==> src/rtl/memory_arbiter_pkg.sv <==
// Memory arbiter shared configuration: address map,
// timeout default, FSM states and request bundle.
package memory_arbiter_pkg;

   localparam logic [31:0] BRAM_BASE  = 32'h0000_0000;
   localparam logic [31:0] BRAM_TOP   = 32'h0000_8000;
   localparam logic [31:0] UART_BASE  = 32'h0100_0000;
   localparam logic [31:0] UART_TOP   = 32'h0100_0004;
   localparam logic [31:0] CLINT_BASE = 32'h0200_0000;
   localparam logic [31:0] CLINT_TOP  = 32'h0200_C000;

   localparam int TIMEOUT_DEF = 1024;

   localparam int SL_BRAM  = 0;
   localparam int SL_UART  = 1;
   localparam int SL_CLINT = 2;

   typedef enum logic [1:0] {
      ST_IDLE,
      ST_GRANT,
      ST_WAIT,
      ST_RESP
   } state_t;

   typedef enum logic {
      PORT_IMEM,
      PORT_DMEM
   } port_t;

   typedef struct packed {
      logic        instr;
      logic [31:0] addr;
      logic [31:0] wdata;
      logic [3:0]  wstrb;
   } req_t;

   function automatic logic in_range(
      input logic [31:0] a,
      input logic [31:0] lo,
      input logic [31:0] hi
   );
      return (a >= lo) && (a < hi);
   endfunction

endpackage

==> src/rtl/memory_arbiter_if.sv <==
// Request, response and slave-side signals of the arbiter.
// slave = arbiter view, master = CPU/slave-device environment.
interface memory_arbiter_if;

   logic        imem_valid;
   logic [31:0] imem_addr;
   logic        imem_ready;
   logic [31:0] imem_rdata;
   logic        imem_error;

   logic        dmem_valid;
   logic [31:0] dmem_addr;
   logic [31:0] dmem_wdata;
   logic [3:0]  dmem_wstrb;
   logic        dmem_ready;
   logic [31:0] dmem_rdata;
   logic        dmem_error;

   logic        bram_valid;
   logic        bram_instr;
   logic [31:0] bram_addr;
   logic [31:0] bram_wdata;
   logic [3:0]  bram_wstrb;
   logic        bram_ready;
   logic [31:0] bram_rdata;

   logic        uart_valid;
   logic        uart_instr;
   logic [31:0] uart_addr;
   logic [31:0] uart_wdata;
   logic [3:0]  uart_wstrb;
   logic        uart_ready;
   logic [31:0] uart_rdata;

   logic        clint_valid;
   logic        clint_instr;
   logic [31:0] clint_addr;
   logic [31:0] clint_wdata;
   logic [3:0]  clint_wstrb;
   logic        clint_ready;
   logic [31:0] clint_rdata;

   modport slave (
      input  imem_valid, imem_addr,
      output imem_ready, imem_rdata, imem_error,
      input  dmem_valid, dmem_addr, dmem_wdata, dmem_wstrb,
      output dmem_ready, dmem_rdata, dmem_error,
      output bram_valid, bram_instr, bram_addr,
      output bram_wdata, bram_wstrb,
      input  bram_ready, bram_rdata,
      output uart_valid, uart_instr, uart_addr,
      output uart_wdata, uart_wstrb,
      input  uart_ready, uart_rdata,
      output clint_valid, clint_instr, clint_addr,
      output clint_wdata, clint_wstrb,
      input  clint_ready, clint_rdata
   );

   modport master (
      output imem_valid, imem_addr,
      input  imem_ready, imem_rdata, imem_error,
      output dmem_valid, dmem_addr, dmem_wdata, dmem_wstrb,
      input  dmem_ready, dmem_rdata, dmem_error,
      input  bram_valid, bram_instr, bram_addr,
      input  bram_wdata, bram_wstrb,
      output bram_ready, bram_rdata,
      input  uart_valid, uart_instr, uart_addr,
      input  uart_wdata, uart_wstrb,
      output uart_ready, uart_rdata,
      input  clint_valid, clint_instr, clint_addr,
      input  clint_wdata, clint_wstrb,
      output clint_ready, clint_rdata
   );

endinterface

==> src/rtl/memory_arbiter_decode.sv <==
// Address decoder: one-hot slave select plus offset
// from the selected slave's base.
module arbiter_decode
   import memory_arbiter_pkg::*;
(
   input  logic [31:0] addr,
   output logic [2:0]  hit,
   output logic [31:0] offset
);

   always_comb begin
      hit    = '0;
      offset = '0;
      if (in_range(addr, BRAM_BASE, BRAM_TOP)) begin
         hit[SL_BRAM] = 1'b1;
         offset       = addr - BRAM_BASE;
      end else if (in_range(addr, UART_BASE, UART_TOP)) begin
         hit[SL_UART] = 1'b1;
         offset       = addr - UART_BASE;
      end else if (in_range(addr, CLINT_BASE, CLINT_TOP)) begin
         hit[SL_CLINT] = 1'b1;
         offset        = addr - CLINT_BASE;
      end
   end

endmodule

==> src/rtl/memory_arbiter.sv <==
// Memory arbiter: serializes imem fetch and dmem load/store
// requests onto the bram, uart and clint slaves.
module memory_arbiter
   import memory_arbiter_pkg::*;
#(
   parameter int TIMEOUT = TIMEOUT_DEF
) (
   input  logic            clock,
   input  logic            reset,
   memory_arbiter_if.slave bus
);

   state_t      state;
   logic [1:0]  pend;
   req_t        ireq;
   req_t        dreq;
   req_t        cur;
   req_t        s_req;
   port_t       last;
   port_t       sel;
   port_t       cur_port;
   logic [2:0]  hit;
   logic [2:0]  act;
   logic [31:0] offset;
   logic [31:0] cnt;
   logic [31:0] srdata;
   logic        sready;
   logic        r_ready;
   logic        r_error;
   logic [31:0] r_rdata;
   logic        i_rsp;
   logic        d_rsp;
   logic        tmo;

   // On a tie the port that was not served last wins.
   always_comb begin
      sel = PORT_IMEM;
      if (&pend)
         sel = (last == PORT_IMEM) ? PORT_DMEM : PORT_IMEM;
      else if (pend[PORT_DMEM])
         sel = PORT_DMEM;
   end

   assign cur = (sel == PORT_DMEM) ? dreq : ireq;

   arbiter_decode u_decode (
      .addr   (cur.addr),
      .hit    (hit),
      .offset (offset)
   );

   always_comb begin
      sready = 1'b0;
      srdata = '0;
      unique case (1'b1)
         act[SL_BRAM]: begin
            sready = bus.bram_ready;
            srdata = bus.bram_rdata;
         end
         act[SL_UART]: begin
            sready = bus.uart_ready;
            srdata = bus.uart_rdata;
         end
         act[SL_CLINT]: begin
            sready = bus.clint_ready;
            srdata = bus.clint_rdata;
         end
         default: ;
      endcase
   end

   assign tmo = (TIMEOUT != 0) && (cnt == 32'(TIMEOUT - 1));

   always_ff @(posedge clock) begin
      if (reset) begin
         state    <= ST_IDLE;
         pend     <= '0;
         ireq     <= '0;
         dreq     <= '0;
         last     <= PORT_IMEM;
         cur_port <= PORT_IMEM;
         cnt      <= '0;
         act      <= '0;
         s_req    <= '0;
         r_ready  <= 1'b0;
         r_rdata  <= '0;
         r_error  <= 1'b0;
      end else begin
         if (bus.imem_valid && !pend[PORT_IMEM]) begin
            pend[PORT_IMEM] <= 1'b1;
            ireq <= '{instr: 1'b1, addr: bus.imem_addr,
                      wdata: '0, wstrb: '0};
         end
         if (bus.dmem_valid && !pend[PORT_DMEM]) begin
            pend[PORT_DMEM] <= 1'b1;
            dreq <= '{instr: 1'b0, addr: bus.dmem_addr,
                      wdata: bus.dmem_wdata,
                      wstrb: bus.dmem_wstrb};
         end
         unique case (state)
            ST_IDLE: begin
               if (|pend)
                  state <= ST_GRANT;
            end
            ST_GRANT: begin
               cur_port   <= sel;
               last       <= sel;
               pend[sel]  <= 1'b0;
               if (|hit) begin
                  act   <= hit;
                  s_req <= '{instr: cur.instr, addr: offset,
                             wdata: cur.wdata,
                             wstrb: cur.wstrb};
                  cnt   <= '0;
                  state <= ST_WAIT;
               end else begin
                  r_ready <= 1'b1;
                  r_rdata <= '0;
                  r_error <= 1'b1;
                  state   <= ST_RESP;
               end
            end
            ST_WAIT: begin
               if (sready || tmo) begin
                  act     <= '0;
                  s_req   <= '0;
                  r_ready <= 1'b1;
                  r_rdata <= sready ? srdata : '0;
                  r_error <= !sready;
                  state   <= ST_RESP;
               end else begin
                  cnt <= cnt + 32'd1;
               end
            end
            ST_RESP: begin
               r_ready <= 1'b0;
               r_rdata <= '0;
               r_error <= 1'b0;
               state   <= (|pend) ? ST_GRANT : ST_IDLE;
            end
            default: state <= ST_IDLE;
         endcase
      end
   end

   assign i_rsp = r_ready && (cur_port == PORT_IMEM);
   assign d_rsp = r_ready && (cur_port == PORT_DMEM);

   assign bus.imem_ready = i_rsp;
   assign bus.imem_rdata = i_rsp ? r_rdata : '0;
   assign bus.imem_error = i_rsp && r_error;
   assign bus.dmem_ready = d_rsp;
   assign bus.dmem_rdata = d_rsp ? r_rdata : '0;
   assign bus.dmem_error = d_rsp && r_error;

   assign bus.bram_valid  = act[SL_BRAM];
   assign bus.bram_instr  = act[SL_BRAM] && s_req.instr;
   assign bus.bram_addr   = act[SL_BRAM] ? s_req.addr : '0;
   assign bus.bram_wdata  = act[SL_BRAM] ? s_req.wdata : '0;
   assign bus.bram_wstrb  = act[SL_BRAM] ? s_req.wstrb : '0;

   assign bus.uart_valid  = act[SL_UART];
   assign bus.uart_instr  = act[SL_UART] && s_req.instr;
   assign bus.uart_addr   = act[SL_UART] ? s_req.addr : '0;
   assign bus.uart_wdata  = act[SL_UART] ? s_req.wdata : '0;
   assign bus.uart_wstrb  = act[SL_UART] ? s_req.wstrb : '0;

   assign bus.clint_valid = act[SL_CLINT];
   assign bus.clint_instr = act[SL_CLINT] && s_req.instr;
   assign bus.clint_addr  = act[SL_CLINT] ? s_req.addr : '0;
   assign bus.clint_wdata = act[SL_CLINT] ? s_req.wdata : '0;
   assign bus.clint_wstrb = act[SL_CLINT] ? s_req.wstrb : '0;

endmodule

==> src/flat_wrapper.sv <==
// flat-port wrapper written by rule: the top's interface ports become plain ports
module memory_arbiter_flat import memory_arbiter_pkg::*;
#(
   parameter int TIMEOUT = TIMEOUT_DEF
)
  (clock, reset, bus_imem_valid, bus_imem_addr, bus_imem_ready, bus_imem_rdata, bus_imem_error, bus_dmem_valid, bus_dmem_addr, bus_dmem_wdata, bus_dmem_wstrb, bus_dmem_ready, bus_dmem_rdata, bus_dmem_error, bus_bram_valid, bus_bram_instr, bus_bram_addr, bus_bram_wdata, bus_bram_wstrb, bus_bram_ready, bus_bram_rdata, bus_uart_valid, bus_uart_instr, bus_uart_addr, bus_uart_wdata, bus_uart_wstrb, bus_uart_ready, bus_uart_rdata, bus_clint_valid, bus_clint_instr, bus_clint_addr, bus_clint_wdata, bus_clint_wstrb, bus_clint_ready, bus_clint_rdata);
  memory_arbiter_if bus_i ();
  input  logic clock;
  input  logic reset;
  input wire logic [$bits(bus_i.imem_valid)-1:0] bus_imem_valid;
  input wire logic [$bits(bus_i.imem_addr)-1:0] bus_imem_addr;
  output wire logic [$bits(bus_i.imem_ready)-1:0] bus_imem_ready;
  output wire logic [$bits(bus_i.imem_rdata)-1:0] bus_imem_rdata;
  output wire logic [$bits(bus_i.imem_error)-1:0] bus_imem_error;
  input wire logic [$bits(bus_i.dmem_valid)-1:0] bus_dmem_valid;
  input wire logic [$bits(bus_i.dmem_addr)-1:0] bus_dmem_addr;
  input wire logic [$bits(bus_i.dmem_wdata)-1:0] bus_dmem_wdata;
  input wire logic [$bits(bus_i.dmem_wstrb)-1:0] bus_dmem_wstrb;
  output wire logic [$bits(bus_i.dmem_ready)-1:0] bus_dmem_ready;
  output wire logic [$bits(bus_i.dmem_rdata)-1:0] bus_dmem_rdata;
  output wire logic [$bits(bus_i.dmem_error)-1:0] bus_dmem_error;
  output wire logic [$bits(bus_i.bram_valid)-1:0] bus_bram_valid;
  output wire logic [$bits(bus_i.bram_instr)-1:0] bus_bram_instr;
  output wire logic [$bits(bus_i.bram_addr)-1:0] bus_bram_addr;
  output wire logic [$bits(bus_i.bram_wdata)-1:0] bus_bram_wdata;
  output wire logic [$bits(bus_i.bram_wstrb)-1:0] bus_bram_wstrb;
  input wire logic [$bits(bus_i.bram_ready)-1:0] bus_bram_ready;
  input wire logic [$bits(bus_i.bram_rdata)-1:0] bus_bram_rdata;
  output wire logic [$bits(bus_i.uart_valid)-1:0] bus_uart_valid;
  output wire logic [$bits(bus_i.uart_instr)-1:0] bus_uart_instr;
  output wire logic [$bits(bus_i.uart_addr)-1:0] bus_uart_addr;
  output wire logic [$bits(bus_i.uart_wdata)-1:0] bus_uart_wdata;
  output wire logic [$bits(bus_i.uart_wstrb)-1:0] bus_uart_wstrb;
  input wire logic [$bits(bus_i.uart_ready)-1:0] bus_uart_ready;
  input wire logic [$bits(bus_i.uart_rdata)-1:0] bus_uart_rdata;
  output wire logic [$bits(bus_i.clint_valid)-1:0] bus_clint_valid;
  output wire logic [$bits(bus_i.clint_instr)-1:0] bus_clint_instr;
  output wire logic [$bits(bus_i.clint_addr)-1:0] bus_clint_addr;
  output wire logic [$bits(bus_i.clint_wdata)-1:0] bus_clint_wdata;
  output wire logic [$bits(bus_i.clint_wstrb)-1:0] bus_clint_wstrb;
  input wire logic [$bits(bus_i.clint_ready)-1:0] bus_clint_ready;
  input wire logic [$bits(bus_i.clint_rdata)-1:0] bus_clint_rdata;
  assign bus_i.imem_valid = bus_imem_valid;
  assign bus_i.imem_addr = bus_imem_addr;
  assign bus_imem_ready = bus_i.imem_ready;
  assign bus_imem_rdata = bus_i.imem_rdata;
  assign bus_imem_error = bus_i.imem_error;
  assign bus_i.dmem_valid = bus_dmem_valid;
  assign bus_i.dmem_addr = bus_dmem_addr;
  assign bus_i.dmem_wdata = bus_dmem_wdata;
  assign bus_i.dmem_wstrb = bus_dmem_wstrb;
  assign bus_dmem_ready = bus_i.dmem_ready;
  assign bus_dmem_rdata = bus_i.dmem_rdata;
  assign bus_dmem_error = bus_i.dmem_error;
  assign bus_bram_valid = bus_i.bram_valid;
  assign bus_bram_instr = bus_i.bram_instr;
  assign bus_bram_addr = bus_i.bram_addr;
  assign bus_bram_wdata = bus_i.bram_wdata;
  assign bus_bram_wstrb = bus_i.bram_wstrb;
  assign bus_i.bram_ready = bus_bram_ready;
  assign bus_i.bram_rdata = bus_bram_rdata;
  assign bus_uart_valid = bus_i.uart_valid;
  assign bus_uart_instr = bus_i.uart_instr;
  assign bus_uart_addr = bus_i.uart_addr;
  assign bus_uart_wdata = bus_i.uart_wdata;
  assign bus_uart_wstrb = bus_i.uart_wstrb;
  assign bus_i.uart_ready = bus_uart_ready;
  assign bus_i.uart_rdata = bus_uart_rdata;
  assign bus_clint_valid = bus_i.clint_valid;
  assign bus_clint_instr = bus_i.clint_instr;
  assign bus_clint_addr = bus_i.clint_addr;
  assign bus_clint_wdata = bus_i.clint_wdata;
  assign bus_clint_wstrb = bus_i.clint_wstrb;
  assign bus_i.clint_ready = bus_clint_ready;
  assign bus_i.clint_rdata = bus_clint_rdata;
  memory_arbiter #(.TIMEOUT(TIMEOUT)) u_core (.clock(clock), .reset(reset), .bus(bus_i));
endmodule
==> config.mk <==
export PLATFORM = sky130hd
export DESIGN_NAME = memory_arbiter_flat
export DESIGN_NICKNAME = d
export VERILOG_FILES = /design/src/rtl/memory_arbiter_pkg.sv /design/src/rtl/memory_arbiter_if.sv /design/src/rtl/memory_arbiter_decode.sv /design/src/rtl/memory_arbiter.sv /design/src/flat_wrapper.sv
export SDC_FILE = /design/constraint.sdc
export NUM_CORES = 1
export LEC_CHECK = 0
export ABC_CLOCK_PERIOD_IN_PS = 3740
export CORE_ASPECT_RATIO = 0.5
export CORE_MARGIN = 2
export CORE_UTILIZATION = 35
export CTS_BUF_LIST = sky130_fd_sc_hd__clkbuf_8
export DETAILED_ROUTE_END_ITERATION = 8
export PLACE_DENSITY = 0.68
export SYNTH_ARGS = -nofsm -noshare
export SYNTH_HDL_FRONTEND = slang
export SYNTH_HIERARCHICAL = 1
export SYNTH_SLANG_ARGS = --single-unit
==> constraint.sdc <==
create_clock -name clock -period 3.74 [get_ports clock]
set_input_delay 0.748 -clock clock [delete_from_list [all_inputs] [get_ports clock]]
set_output_delay 0.748 -clock clock [all_outputs]
set_load 0.005 [all_outputs]
==> results of run 1 <==
==> path summary, 6_finish.rpt <==
path / slack [ns] / from / depth (start not counted) / to
worst max register to register: 0.18 / u_core/cur_port / 17 / u_core/cnt[21]
worst max-delay path: 0.18 / u_core/cur_port / 17 / u_core/cnt[21]
worst min-delay path: 0.45 / u_core/dreq[8] / 2 / u_core/s_req[8]
worst min register to register: 0.45 / u_core/dreq[8] / 2 / u_core/s_req[8]
==> where the power goes <==
group	leakage, µW	switching, µW	internal (µW)
clock network	0.000441	1100	1140
registers	0.00199	247	2770
logic	0.00484	1620	1100
==> cell type report <==
| cell class | count | area [µm²] |
|---|---|---|
| clock buffers | 43 | 592 |
| diodes | 3 | 7.51 |
| well taps | 484 | 606 |
| fillers | 3472 | 17100 |
| flip-flops and latches | 244 | 4900 |
| inverters | 15 | 56.3 |
| clock inverters | 26 | 149 |
| repair buffers | 535 | 5330 |
| multi-input cells | 1323 | 7630 |
==> state kept, by name (all words and copies together) (netlist names) <==
signal	count
u_core/act	3
u_core/cnt	32
u_core/cur_port	1
u_core/dreq	68
u_core/ireq	33
u_core/pend	2
u_core/r_error	1
u_core/r_rdata	32
u_core/r_ready	1
u_core/s_req	69
u_core/state	2
==> worst min-delay path, delay by kind of cell, from the launching register on <==
kind / cells / cell delay [ns]
simple gates: 1 / 0.05
flops: 1 / 0.31
mux: 1 / 0.06
==> through the flow <==
stage	hold slack, ns	power (µW)	cell area [µm²]	setup slack (ns)	setup TNS (ns)
after CTS	0.456	7960	19200	0.0810	0
after global placement	0.444	5670	18400	0.172	0
after floorplan	0.437	4700	13100	0.0456	0
after detailed placement	0.447	5710	18400	0.0870	0
after global routing	0.476	8420	19300	-0.0427	-0.183
final	0.454	7980	19300	0.184	0
==> cells in the final DEF (no fill, tap or decap), types with 13 or more instances in the layout <==
master,netlist,routed
nand3_1,53,53
a21oi_1,157,156
inv_1,15,30
and2_1,272,270
and3_1,45,44
mux2_2,33,33
a222oi_1,33,33
nand4_1,14,14
ha_1,14,13
nor2b_1,39,36
clkbuf_8,0,43
mux2i_1,37,37
buf_4,6,46
nand2_1,393,389
clkdlybuf4s50_1,0,479
o21ai_0,54,52
dfxtp_1,244,241
nor2_1,55,55
==> kinds of logic after synthesis <==
family | Yosys count
buf+inv | 158
simple gates | 930
compound gates | 306
other cells | 1
fa+ha+maj | 14
xor+xnor | 1
mux | 70
flops | 244
==> per-layer routing <==
| metal | share of wire | vias to the layer above | wire, µm |
|---|---|---|---|
| met5 | 0 | - | 0 |
| met4 | 0.025 | 0 | 1280 |
| met3 | 0.053 | 73 | 2740 |
| met2 | 0.48 | 403 | 24600 |
| met1 | 0.44 | 6542 | 22900 |
| li1 | - | 6696 | - |
==> what timing repair did <==
action / CTS / global route
setup buffers: 0 / 3
gates resized for setup: 0 / 19
setup endpoints to repair: 0 / 107
==> impl_metrics.tcl, run 1 <==
set metrics [dict create \
    synth_area_leaders "dfxtp_1 (37%), and2_1 (13%), nand2_1 (11%)" \
    synth_xor_xnor_area_share 0.000670 \
    routed_wl_mm 51.6 \
    path_clk_slew_ns 0.07 \
    cts_buffers 38 \
    worstMarginPinSlew_ns 0.902 \
    grt_max_degree 141 \
    synth_top_area_share 0.373 \
    vias 13714 \
    slew_violations 0 \
    first_global_vias 12882 \
    status "finished, violations left" \
    fp.coreArea_um2 36400 \
    grtUsageMet1 0.343 \
    synth_compound_area_frac 0.144 \
    arrival_ns 3.99 \
    use_met2 0.424 \
    rsz0062_at_grt "true" \
    ir_drop_uv 362 \
    ys_warn_count 6 \
    synth_edf_count 0 \
    cts_root_buffer "clkbuf_8" \
    max_stage_delay_ns 0.49 \
    clockBufferDepth 3 \
    avgSynthCellArea_um2 7.59 \
    gr-max-usage-layer "met2" \
    std_cell_rows 49 \
    synth_top_family_by_area "simple AND/OR/NAND/NOR gates" \
    worstSetupPathType "flop to flop" \
    crit_buf_inv 3 \
    post_drt_wl_per_cell_um 19.3 \
    nNetsFinal 2374 \
    max_freq_mhz 281 \
    via_per_inst 5.13 \
    synth_mux_area_frac 0.0567 \
    worst_setup_path_end_kind "flop" \
    fin_crit_sh 0.951 \
    min_period_ns 3.56 \
    antenna_found_initial 3 \
    worst_ep_required_time_ns 4.17 \
    die_y_um 141 \
    gp_congestion 0.930 \
    port_buffers 480 \
    final_cells 2673 \
    dpl.hpwl_mm 36.8 \
    synth_area_um2 13100 \
    synth_common_cells "nand2_1 (393), and2_1 (272), dfxtp_1 (244), a21oi_1 (157), clkbuf_1 (113)" \
    cts_hold_buf 0 \
    ys_async_sr_fraction 0 \
    syn-instance-count 1724 \
    crit_slowest_cell "or4b_4" \
    leakage_uw 0.00727 \
    yosys.area_share.simple 0.360 \
    ys.flop_type "dfxtp_1" \
    cp_max_fo 27 \
    gr-total-overflow 0 \
    first_pass_iters 9 \
    fin_worst_skew_ns 0.0330 \
    cap_violations 0 \
    syn2layout_area_growth_pct 47.3 \
    dp.cells 2598 \
    drc 1 \
    cts_tree "done" \
    setup_viol 0 \
    startpoint_type "flop" \
    die-area_um2 39000 \
    p_per_area_nw_per_um2 414 \
    io_pins 481 \
    crit_family "simple AND/OR/NAND/NOR gates" \
    fp.dieW_um 277 \
    cpMostUsedCell "nand2_1" \
    initial_core_util 0.360 \
    drt-initial-drc-count 1219 \
    ys_seq_area_frac 0.373 \
    slew-limit-headroom 0.399 \
    insertion_delay_ns 0.55 \
    htree_levels 2 \
    layout-drive-gt1-share 0.0851 \
    detail-route-antenna-nets 0 \
    cts.sinks 244 \
    hold_class "flop to flop" \
    grt_util_all_layers 0.253 \
    worstPathCellList "nand2_1, and2_2, buf_12, nand2_1, nand2_1, nor4_1, nand4_1, buf_4, a22oi_2, nand2_2, nor3b_2, or4b_4, buf_4, and3_1, nor2_4, a21oi_1, a311oi_1" \
    synth_top_area_cell "dfxtp_1" \
    synthAdderAreaFrac 0.0134 \
    use_met3 0.0312 \
    yosys_register_bits 244 \
    failed_checks "design-rule violations" \
    yosysMostFrequentCell "nand2_1" \
    grt_pass1_wl_mm 78.1 \
    utilization 0.530 \
    finalHoldViolCount 0 \
    synthDistinctLibCells 62 \
]
Note: power is estimated with default switching activity, not from simulation.
==> inputs of run 2 (changes only) <==
--- a/config.mk
+++ b/config.mk
@@ -7,7 +7,7 @@
 export LEC_CHECK = 0
 export ABC_CLOCK_PERIOD_IN_PS = 3740
 export CORE_ASPECT_RATIO = 0.5
-export CORE_MARGIN = 2
+export CORE_MARGIN = 5
 export CORE_UTILIZATION = 35
 export CTS_BUF_LIST = sky130_fd_sc_hd__clkbuf_8
 export DETAILED_ROUTE_END_ITERATION = 8
==> impl_metrics.tcl, run 2 (synthesis results as in run 1) <==
set metrics [dict create \
    r2r-start "u_core/pend[0]" \
    fp.coreArea_um2 37200 \
    routed_wl_mm 50.9 \
    rsz0062_at_grt "false" \
    power_frac_clock 0.290 \
    startpoint "u_core/pend[0]" \
    antenna_found_initial 3 \
    final_cell_mix "clkdlybuf4s50_1 (479), nand2_1 (391), and2_1 (271), dfxtp_1 (241), a21oi_1 (156)" \
    clockBufferDepth 3 \
    max_freq_mhz 281 \
    status "completed" \
    worstSetupPathType "flop to flop" \
    setup_viol 0 \
    worst_setup_path_end_kind "flop" \
    slew-limit-headroom 0.300 \
    cp_max_fo 34 \
    post_drt_wl_per_cell_um 19.1 \
    startpoint_type "flop" \
    reg_top3 "u_core/s_req x69, u_core/dreq x68, u_core/ireq x33" \
    num-fill-cells 3590 \
    std_cell_rows 50 \
    swShare 0.364 \
    worst_ep_required_time_ns 4.17 \
    hp-start "reset" \
    combPwrFrac 0.330 \
    fin_area_um2 19200 \
    arrival_ns 3.99 \
    postPlaceCellArea_um2 18400 \
    nNetsFinal 2363 \
    initial_core_util 0.352 \
    internal_power_uw 5060 \
    fp.dieW_um 283 \
    cts.sinks 244 \
    grt_max_degree 180 \
    crit_slowest_cell "or4b_1" \
    min_period_ns 3.56 \
    final_cells 2666 \
    fin_worst_skew_ns 0.0229 \
    dpl.hpwl_mm 36.8 \
    cts_buffers 35 \
    drc 0 \
    layout-drive-gt1-share 0.0783 \
    multi_input_area_um2 7610 \
    slew_violations 0 \
    register_area_um2 4900 \
    p_per_area_nw_per_um2 415 \
    syn2layout_area_growth_pct 46.6 \
    io_pins 481 \
    regMostFlops "u_core/s_req" \
    grt_util_all_layers 0.230 \
    worstMarginPinSlew_ns 1.05 \
    seqPwrFrac 0.380 \
    worstPathCellList "nand2_1, and2_1, buf_12, nand2_1, nand2_1, nor4_2, nand4_1, a22oi_2, nand2_2, nor3b_2, or4b_1, buf_4, o21ai_1, o21ai_4, buf_12, mux2_2" \
    switchingPower_uw 2900 \
    cts_tree "done" \
    finalHoldViolCount 0 \
    drt-initial-drc-count 1406 \
    max_stage_delay_ns 0.50 \
    insertion_delay_ns 0.55 \
    cap_violations 0 \
    hold_class "input pin to flop" \
    die-area_um2 41600 \
    first_pass_iters 8 \
    via_per_inst 5.14 \
    gp_congestion 0.912 \
    leakage_uw 0.00719 \
    port_buffers 480 \
    cts_root_buffer "clkbuf_8" \
    gr-total-overflow 0 \
    vias 13696 \
    grt_pass1_wl_mm 77.6 \
    htree_levels 2 \
    cts_hold_buf 0 \
    first_global_vias 12820 \
    die_y_um 147 \
    detail-route-antenna-nets 0 \
    fin_crit_sh 0.952 \
    cpMostUsedCell "nand2_1" \
    ir_drop_uv 372 \
    largest_reg_flops 69 \
    path_clk_slew_ns 0.07 \
    final_common_cell "clkdlybuf4s50_1" \
    fin_setup_tns_ns 0 \
    dp.cells 2602 \
]
run 2: final timing paths:
path	to	slack, ns	cells after the start
setup / recovery	u_core/r_rdata[0]	0.18	16
hold / removal	u_core/pend[1]	0.45	2
setup reg to reg	u_core/r_rdata[0]	0.18	16
hold reg to reg	u_core/s_req[15]	0.45	2
run 2: power by group through the flow:
| stage | clock [µW] | sequential (µW) | combinational (µW) |
|---|---|---|---|
| global placement | 0 | 3080 | 2550 |
| global route | 2490 | 3050 | 2840 |
| CTS | 2360 | 3020 | 2580 |
| floorplan | 0 | 2910 | 1790 |
| detailed placement | 0 | 3080 | 2570 |
| finish | 2310 | 3020 | 2630 |
run 2: critical path, delay by kind of cell (launching register included):
kind / cells / cell delay (ns)
simple gates: 9 / 1.73
buf+inv: 3 / 0.54
compound gates: 3 / 0.50
flops: 1 / 0.34
mux: 1 / 0.30
run 2: what timing repair did:
item                                    CTS  global route
resized for setup                         0            11
setup buffers                             0             1
endpoints found under the setup margin    0            84
run 2: final cells by class:
class                           count  share of cell area
Antenna cell                        2            0.000261
Clock buffer                       45              0.0323
Clock inverter                     16             0.00704
Inverter                           15             0.00294
Multi-Input combinational cell   1323               0.397
Sequential cell                   244               0.255
Tap cell                          494              0.0322
Timing Repair Buffer              527               0.273
run 2: layer usage:
metal | wire (µm) | GRT usage
met4 | 911 | 0.0535
met1 | 22100 | 0.310
met5 | 0 | 0
met2 | 25300 | 0.398
met3 | 2640 | 0.0259
run 2: stage by stage:
stage,power (µW),setup slack (ns),util,hold slack [ns]
floorplan,4700,0.0456,-,0.437
finish,7950,0.180,0.516,0.449
global route,8370,0.00262,0.516,0.433
detailed placement,5640,0.176,0.494,0.447
CTS,7960,0.151,0.515,0.425
global placement,5630,0.234,0.494,0.443
==> inputs of run 3 (changes only) <==
--- a/config.mk
+++ b/config.mk
@@ -5,12 +5,12 @@
 export SDC_FILE = /design/constraint.sdc
 export NUM_CORES = 1
 export LEC_CHECK = 0
-export ABC_CLOCK_PERIOD_IN_PS = 3740
 export CORE_ASPECT_RATIO = 0.5
 export CORE_MARGIN = 5
 export CORE_UTILIZATION = 35
 export CTS_BUF_LIST = sky130_fd_sc_hd__clkbuf_8
 export DETAILED_ROUTE_END_ITERATION = 8
+export GPL_ROUTABILITY_DRIVEN = 1
 export PLACE_DENSITY = 0.68
 export SYNTH_ARGS = -nofsm -noshare
 export SYNTH_HDL_FRONTEND = slang
==> constraint.sdc (replaced) <==
create_clock -name clock -period 3.74 [get_ports clock]
set_input_delay 0.748 -clock clock [delete_from_list [all_inputs] [get_ports clock]]
set_output_delay 0.748 -clock clock [all_outputs]
set_load 0.05 [all_outputs]
==> impl_metrics.tcl, run 3 (synthesis results as in run 1) <==
set metrics [dict create \
    cap_violations 0 \
    die-area_um2 41600 \
    post_drt_wl_per_cell_um 19.1 \
    power_uw 8020 \
    drc 0 \
    worst_setup_path_end_kind "primary output" \
    setup_viol 0 \
    crit_slowest_cell "dfxtp_4" \
    r2r-start "u_core/cur_port" \
    cts_buffers 37 \
    fin_crit_sh 0.960 \
    cp_max_fo 104 \
    die_y_um 147 \
    ir_drop_uv 484 \
    slew_violations 0 \
    syn2layout_area_growth_pct 46.0 \
    drt-initial-drc-count 1117 \
    routed_wl_mm 51.1 \
    startpoint "u_core/act[1]" \
    std_cell_rows 50 \
    cts_tree "done" \
    path_clk_slew_ns 0.06 \
    insertion_delay_ns 0.56 \
    pre_cts_ws_ns 0.0956 \
    dpl.hpwl_mm 36.8 \
    first_global_vias 12824 \
    slew-limit-headroom 0.286 \
    cts_root_buffer "clkbuf_8" \
    fp.coreArea_um2 37200 \
    max_stage_delay_ns 1.05 \
    grt_max_degree 152 \
    htree_levels 2 \
    crit_buf_inv 1 \
    leakage_uw 0.00728 \
    max_freq_mhz 279 \
    cts_hold_buf 0 \
    utilization 0.514 \
    antenna_found_initial 3 \
    vias 13582 \
    final_common_cell "clkdlybuf4s50_1" \
    worstPathCellList "and2_1, clkdlybuf4s50_1" \
    via_per_inst 5.09 \
    gp_congestion 0.912 \
    startpoint_type "flop" \
    cts.sinks 244 \
    clockBufferDepth 3 \
    min_period_ns 3.59 \
    nNetsFinal 2365 \
    arrival_ns 2.84 \
    fin_area_um2 19100 \
    grt_util_all_layers 0.230 \
    regMostFlops "u_core/s_req" \
    detail-route-antenna-nets 0 \
    largest_reg_flops 69 \
    cp.depth 2 \
    worstReg2RegEnd "u_core/r_rdata[10]" \
    rsz0062_at_grt "false" \
    grt_pass1_wl_mm 77.4 \
    io_pins 481 \
    port_buffers 480 \
    fp.dieW_um 283 \
    crit_family "flip-flops" \
    worstSetupPathType "flop to primary output" \
    r2r_setup_slack_ns 0.18 \
    endpoint "bus_uart_wdata[4]" \
    worst_ep_required_time_ns 2.99 \
    initial_core_util 0.352 \
    reg_top3 "u_core/s_req x69, u_core/dreq x68, u_core/ireq x33" \
    worstMarginPinSlew_ns 1.07 \
    final_cell_mix "clkdlybuf4s50_1 (445), nand2_1 (391), and2_1 (272), dfxtp_1 (241), a21oi_1 (156)" \
    hold_class "flop to flop" \
    status "completed" \
    p_per_area_nw_per_um2 420 \
    fin_ws_ns 0.150 \
    first_pass_iters 7 \
    finalHoldViolCount 0 \
    fin_worst_skew_ns 0.0413 \
    fin_setup_tns_ns 0 \
    layout-drive-gt1-share 0.0930 \
    postPlaceCellArea_um2 18300 \
    gr-total-overflow 0 \
    r2r_cells 16 \
]
-- run 3: layout make-up --
cell class                 instances  area [µm²]
multi-input combinational       1323        7590
tap                              494         618
timing repair buffer             527        5180
clock inverter                    19         143
clock buffer                      45         619
inverter                          15        56.3
antenna                            3        7.51
fill                            3651       18100
sequential                       244        4900
-- run 3: worst min-delay path, stage by stage, from the launching register on --
cell and delay, ns:
dfxtp_1 0.31, nand2_1 0.05, a21oi_1 0.05
-- run 3: repair_timing --
action                                 4_1_cts  5_1_grt
setup endpoints to repair                    0      135
resized for setup                            0        4
setup buffers                                0        1
endpoints found under the hold margin        0        0
-- run 3: power breakdown --
| part | internal (µW) | switching, µW | total [µW] |
|---|---|---|---|
| sequential | 2770 | 283 | 3050 |
| combinational | 1040 | 1620 | 2660 |
| clock | 1240 | 1070 | 2310 |
-- run 3: worst min-delay path by stage --
stage / endpoint / startpoint / cells after the start
floorplan: u_core/dreq[0] / u_core/dreq[0] / 2
global placement: u_core/dreq[24] / u_core/dreq[24] / 2
detailed placement: u_core/ireq[57] / u_core/ireq[57] / 2
CTS: u_core/dreq[31] / u_core/dreq[31] / 2
global route: u_core/dreq[15] / u_core/dreq[15] / 2
finish: u_core/dreq[24] / u_core/dreq[24] / 2
-- run 3: metrics by stage --
step / hold WS, ns / instances
after floorplan: 0.437 / 1725
after global placement: 0.443 / 2602
after detailed placement: 0.447 / 2602
after CTS: 0.455 / 2666
after global routing: 0.471 / 2669
final: 0.453 / 2670
-- run 3: layer usage --
layer,track usage,up-vias,part of all wire
met5,0,-,0
met4,0.0432,0,0.014
met3,0.0260,57,0.045
met2,0.404,352,0.50
met1,0.309,6503,0.44
li1,-,6670,-
